==> config.mk <==
export PLATFORM = sky130hd
export DESIGN_NAME = reset_sequencer
export DESIGN_NICKNAME = d
export VERILOG_FILES = /design/src/rtl/reset_sequencer.sv
export SDC_FILE = /design/constraint.sdc
export NUM_CORES = 1
export LEC_CHECK = 0
export ABC_AREA = 0
export CORE_MARGIN = 3
export CORE_UTILIZATION = 53
export DETAILED_ROUTE_END_ITERATION = 10
export GPL_ROUTABILITY_DRIVEN = 0
export GPL_TIMING_DRIVEN = 0
export HOLD_SLACK_MARGIN = 0.06
export PLACE_DENSITY = 0.76
export SETUP_SLACK_MARGIN = 0.15
export SYNTH_ARGS = -nofsm -noshare
export SYNTH_HDL_FRONTEND = slang
export SYNTH_SLANG_ARGS = --single-unit
==> constraint.sdc <==
create_clock -name clk -period 2.3 [get_ports clk]
set_input_delay 0.46 -clock clk [delete_from_list [all_inputs] [get_ports clk]]
set_output_delay 0.46 -clock clk [all_outputs]
set_load 0.02 [all_outputs]
==> src/rtl/reset_sequencer.sv <==
// Staged reset sequencer: synchronises power-on reset deassertion, holds reset
// for a minimum time, then releases STAGES active-low reset outputs in order
// with fixed spacing. Also restarts the release sequence on a software request.
module reset_sequencer #(
    parameter int SYNC_STAGES = 2,
    parameter int HOLD_CYCLES = 16,
    parameter int STAGES      = 4,
    parameter int STAGE_DLY   = 8
) (
    input  logic              clk,
    input  logic              rst,
    input  logic              sw_rst_req,
    output logic [STAGES-1:0] rst_out_n,
    output logic              ready,
    output logic              sw_rst_ack,
    output logic              rst_cause
);

    // One counter serves both the hold phase and the inter-stage spacing, so it
    // is sized for the larger of the two terminal counts.
    localparam int CNT_MAX = (HOLD_CYCLES > STAGE_DLY) ? HOLD_CYCLES : STAGE_DLY;
    localparam int CNT_W   = $clog2(CNT_MAX) + 1;

    localparam logic [CNT_W-1:0] HOLD_LAST = CNT_W'(HOLD_CYCLES - 1);
    localparam logic [CNT_W-1:0] DLY_LAST  = CNT_W'(STAGE_DLY - 1);

    typedef enum logic [1:0] {
        ST_HOLD    = 2'd0,
        ST_RELEASE = 2'd1,
        ST_RUN     = 2'd2
    } state_t;

    state_t                 state;
    logic [CNT_W-1:0]       cnt;
    logic [SYNC_STAGES-1:0] sync_q;
    logic                   rst_s;
    logic [STAGES-1:0]      rel_next;

    // Deassertion synchroniser: set asynchronously by rst, drains to 0 on clk.
    // NOTE: sequential state uses non-blocking assignments so every flop samples
    // pre-edge values; blocking here would collapse the chain into one stage.
    always_ff @(posedge clk or posedge rst) begin
        if (rst) begin
            sync_q <= '1;
        end else begin
            sync_q <= {sync_q[SYNC_STAGES-2:0], 1'b0};
        end
    end

    assign rst_s = sync_q[SYNC_STAGES-1];

    // Next release pattern: shift a 1 in from bit 0, so bits can only be
    // released in ascending order and never return to 0 outside a restart.
    assign rel_next = (rst_out_n << 1) | STAGES'(1);

    // Sequencer FSM with registered outputs; rst clears everything without clk.
    always_ff @(posedge clk or posedge rst) begin
        if (rst) begin
            state      <= ST_HOLD;
            cnt        <= '0;
            rst_out_n  <= '0;
            ready      <= 1'b0;
            sw_rst_ack <= 1'b0;
            rst_cause  <= 1'b0;
        end else begin
            sw_rst_ack <= 1'b0;
            if (!rst_s) begin
                case (state)
                    ST_HOLD: begin
                        if (cnt == HOLD_LAST) begin
                            cnt       <= '0;
                            rst_out_n <= rel_next;
                            // With a single stage there is nothing left to space out.
                            state     <= (&rel_next) ? ST_RUN : ST_RELEASE;
                        end else begin
                            cnt <= cnt + CNT_W'(1);
                        end
                    end
                    ST_RELEASE: begin
                        if (cnt == DLY_LAST) begin
                            cnt       <= '0;
                            rst_out_n <= rel_next;
                            if (&rel_next) begin
                                state <= ST_RUN;
                            end
                        end else begin
                            cnt <= cnt + CNT_W'(1);
                        end
                    end
                    ST_RUN: begin
                        // Software request is only honoured once fully out of reset;
                        // it restarts at the hold phase without resynchronising.
                        if (sw_rst_req) begin
                            rst_out_n  <= '0;
                            ready      <= 1'b0;
                            sw_rst_ack <= 1'b1;
                            rst_cause  <= 1'b1;
                            cnt        <= '0;
                            state      <= ST_HOLD;
                        end else begin
                            ready <= 1'b1;
                        end
                    end
                    default: begin
                        state <= ST_HOLD;
                        cnt   <= '0;
                    end
                endcase
            end
        end
    end

endmodule

Word-level counts from Yosys, hierarchy flattened
Index checks and enable logic that the tools add are counted.
W data, S select, Z words.
- add/subtract/negate cells: 1
- equality and inequality tests: 8
- mux-type cells: 18
- bitwise logic cells: 1
- reduce and logical (&&, ||, !) cells: 8
- operators by type and width (kind ; count):
    $mux W5 ; 3
    $pmux W5 S3 ; 1
    $mux W4 ; 3
    $pmux W4 S3 ; 1
    $mux W2 ; 5
    $reduce_and A5 Y1 ; 2
    $ne A2 B2 Y1 const B ; 4
    $pmux W2 S3 ; 1
    $reduce_and A3 Y1 ; 2
    $add A5 B1 Y5 const B ; 1
    $eq A5 B3 Y1 const B ; 1
    $eq A5 B4 Y1 const B ; 1
    $mux W1 ; 4
    $reduce_and A2 Y1 ; 2
    $reduce_bool A3 Y1 ; 1
    $eq A2 B1 Y1 const B ; 1
    $eq A2 B2 Y1 const B ; 1
    $logic_not A2 Y1 ; 1
    $not A1 Y1 ; 1
- register bits after elaboration: 16
- input bits: 3
- output and inout bits: 7
- logic and storage cells: 43

Logic depth before layout (Yosys ltp)
- depth after elaboration: 4
- mapped depth: 7
- gate-level depth less buffers: 7

Least setup slack after synthesis
Ideal clock, no wire load.
- path type: register to register
- from: register cnt[0]
- to: register rst_out_n[2]
- data arrival time: 1.616 ns
- path slack: 0.559 ns
- stages on the path, launching flop included: 8
- path buffers: 0
- period minus slack after synthesis: 1.741 ns
- cells stage by stage: dfrtp_1 ha_1 nand3_1 inv_1 ha_1 nor4b_4 a31oi_4 mux2_4
- longest elaborated chain between the ends: 3
- elaborated cells between the ends (all ways): 5
- those cells by class: eq/ne: 4; reduce/logical: 1
- RTL lines (item ; RTL line ; RTL):
    from (decl) ; 34 ; logic [CNT_W-1:0] cnt;
    from (signal assigned) ; 76 ; cnt <= cnt + CNT_W'(1);
    from (signal assigned) ; 87 ; cnt <= cnt + CNT_W'(1);
    $eq A5 B3 Y1 / $eq A5 B4 Y1 (equally long branches) ; 80, 70 ;
    $ne A2 B2 Y1 (no source line) ; -- ;
    $reduce_and A5 Y1 (no source line) (*) ; -- ;
    to (signal assigned) ; 72 ; rst_out_n <= rel_next;
    to (signal assigned) ; 82 ; rst_out_n <= rel_next;
    to (decl) ; 13 ; output logic [STAGES-1:0] rst_out_n,
Mark *: on every way between the ends. The rest lies on a longest branch, timed or not.
A chain may end at the register's enable or synchronous reset.

Worst setup path after layout
- from: register cnt[0]
- to: register rst_out_n[1]
Same word-level chain as after synthesis.

==> summary.txt <==
Status: finished, final reports clean
Worst-Margin Slew: 0.581 ns
DRT Pass-1 Iters: 4
Footprint of the multi-input gates: 435 um2
Post-cts sizing count: 0
Setup CP Type: reg2reg
Minimum clock period: 1.88 ns
Internal reg-to-reg setup slack: 0.42 ns
Final-report hold violation count: 0
Die area: 0.00222 mm2
Post-CTS setup buffer count: 0
TritonCTS Buffers: 3
Leakage Power: 0.000459 uW
Initial Utilization: 0.580
IO Count: 10
Syn Area/Cell: 11.8 um2
Wirelength per Cell: 14.9 um
Core Area: 0.00154 mm2
Synth Instances: 76
Worst IR Drop VDD: 505 uV
Syn_nets: 82
Yosys warns: 0
CTS sink count: 16
Critical Path Sink Type: flip-flop
Flops & latches, synth: 16
Initial antenna violation count: 0
Residual DRC: 0
Die width: 47.1 um
Vias: 597
Worst Clk Skew: 0.00205 ns
Area Overhead vs Synth: 16.4%
Gr usage total: 0.172
Hold crit path type: reg2reg
Power consumption: 925 uW
First-pass GRT wire length: 2660 um
Crit path DAT: 2.07 ns
Clk_lat worst skew: 0.29 ns
Via-to-Cell Ratio: 5.69
Post-synthesis sequential area ratio: 0.450
Clock Path Buffers: 2
Synthesized area: 895 um2
Final period util: 0.819
FILL cells: 122
Count of different cell masters after synthesis: 37
Die H: 47.1 um
# diodes: 0
Detailed-placement wirelength estimate: 1140 um
Post-route antenna net violation count: 0
Vias in the first global route: 606
Hold_buf cts: 0
Setup_tns: 0 ns
Worst rel slew slack: 0.612
Grt ovf: 0
CP required: 2.49 ns
H-tree depth: 1
Worst-path clk slew: 0.10 ns
Startpoint types: flip-flop
Reg area: 403 um2
Aggregate routed wire length: 1570 um
Layout cells sized above 1: 0.225
Unrepaired setup endpoints after global routing: false
Slew Limit Fails: 0
Root Driver: clkbuf_4
Initial drt markers: 10
Final net count: 96
Peak Freq: 0.531 GHz
Maxcap violations: 0
Endpoints failing setup: 0
Pin count of the biggest net entering global routing: 17
Crit-path max FO: 5
TritonCTS clock tree: done
PortBufs: 9
Row count: 14
PwrDens: 889 mW/mm2
==> logic make-up (layout without fill, tap and decap cells) <==
group,after synthesis,count (layout),synth area share
AO/OA/AOI/OAI,17,17,0.169
other,1,1,0.00419
adder cells (fa/ha/maj),3,3,0.0420
buffers and inverters,10,23,0.0629
flip-flops,16,16,0.450
multiplexers,4,4,0.0615
AND/OR/NAND/NOR,25,25,0.210
==> layer usage <==
| layer | track usage | wire length, um | up-vias |
|---|---|---|---|
| li1 | - | - | 301 |
| met1 | 0.220 | 757 | 280 |
| met2 | 0.276 | 732 | 13 |
| met3 | 0.0230 | 48 | 3 |
| met4 | 0.0994 | 30 | 0 |
| met5 | 0 | 0 | - |
==> placed cells by master, fill, tap and decap left out, drive strengths merged <==
cell	netlist	layout
mux2	3	3
mux2i	1	1
inv	7	7
a211oi	1	1
o21ai	2	2
ha	3	3
a31oi	2	2
o211ai	1	1
a21oi	1	1
and3	1	1
conb	1	1
dfrtp	14	14
and4bb	2	2
clkbuf	0	4
dfstp	2	2
nor2b	4	4
nor3	1	1
o2bb2ai	1	1
a32o	1	1
nand2b	4	4
nand4	1	1
nand3	2	2
or4	1	1
nand2	2	2
or2	2	2
a211o	2	2
o31ai	4	4
buf	3	3
nor2	2	2
nor4b	2	2
clkdlybuf4s50	0	9
nor3b	1	1
a22o	2	2
==> Yosys cell counts (all sizes together) <==
cell type,count,area [um2]
o2bb2ai,1,8.76
a22o,2,17.5
nand2,2,7.51
or2,2,12.5
and4bb,2,28.8
nor2b,4,25.0
o31ai,4,35.0
a211oi,1,7.51
o21ai,2,10.0
a211o,2,17.5
nor2,2,10.0
a31oi,2,27.5
nand4,1,6.26
mux2i,1,10.0
nor3,1,5.00
conb,1,3.75
ha,3,37.5
nand3,2,10.0
nand2b,4,25.0
inv,7,26.3
dfrtp,14,350
o211ai,1,12.5
or4,1,11.3
nor4b,2,32.5
dfstp,2,52.6
a32o,1,10.0
and3,1,6.26
buf,3,30.0
a21oi,1,5.00
nor3b,1,7.51
mux2,3,45.0
==> power breakdown <==
group          internal, uW  switching [uW]  leakage (uW)
clock network          96.6            93.3     0.0000210
registers               348            65.8      0.000190
logic                   179             142      0.000248
total                   624             301      0.000459
==> area by class of cell <==
class | count | share of cell area
clock buffer | 4 | 0.0349
inverter | 7 | 0.0252
tap | 16 | 0.0192
buffer | 3 | 0.0288
multi-input combinational | 50 | 0.418
sequential | 16 | 0.387
timing repair buffer | 9 | 0.0865
==> critical path, stage by stage, from the launching register on <==
cell     delay [ns]
dfrtp_1        0.42
ha_1           0.25
nand3_1        0.12
inv_1          0.05
ha_1           0.24
nor4b_4        0.16
a31oi_4        0.23
mux2_4         0.32
==> flip-flops by register name (all words and copies together) (netlist names) <==
signal      cells
rst_cause       1
rst_out_n       4
sw_rst_ack      1
cnt             5
sync_q          2
ready           1
state           2
==> final timing paths <==
path / start / to / depth (start not counted)
worst max-delay path: cnt[0]$_DFFE_PP0P_ / rst_out_n[1]$_DFFE_PP0P_ / 7
worst max register to register: cnt[0]$_DFFE_PP0P_ / rst_out_n[1]$_DFFE_PP0P_ / 7
min in group asynchronous: rst / state[1]$_DFFE_PP0P_ / 2
worst min-delay path: sync_q[0]$_DFF_PP1_ / sync_q[1]$_DFF_PP1_ / 0
worst min register to register: sync_q[0]$_DFF_PP1_ / sync_q[1]$_DFF_PP1_ / 0
max in group asynchronous: rst / rst_out_n[2]$_DFFE_PP0P_ / 2
==> per-stage QoR <==
step / util / cells / instance area [um2] / hold slack [ns] / setup WS [ns]
final: 0.675 / 105 / 1040 / 0.364 / 0.416
after detailed placement: 0.652 / 101 / 1000 / 0.350 / 0.369
after global placement: 0.652 / 101 / 1000 / 0.349 / 0.410
after floorplan: - / 76 / 895 / 0.345 / 0.559
after global routing: 0.675 / 105 / 1040 / 0.366 / 0.294
after CTS: 0.675 / 105 / 1040 / 0.364 / 0.400
No activity file was read; power rests on OpenSTA's default activity.
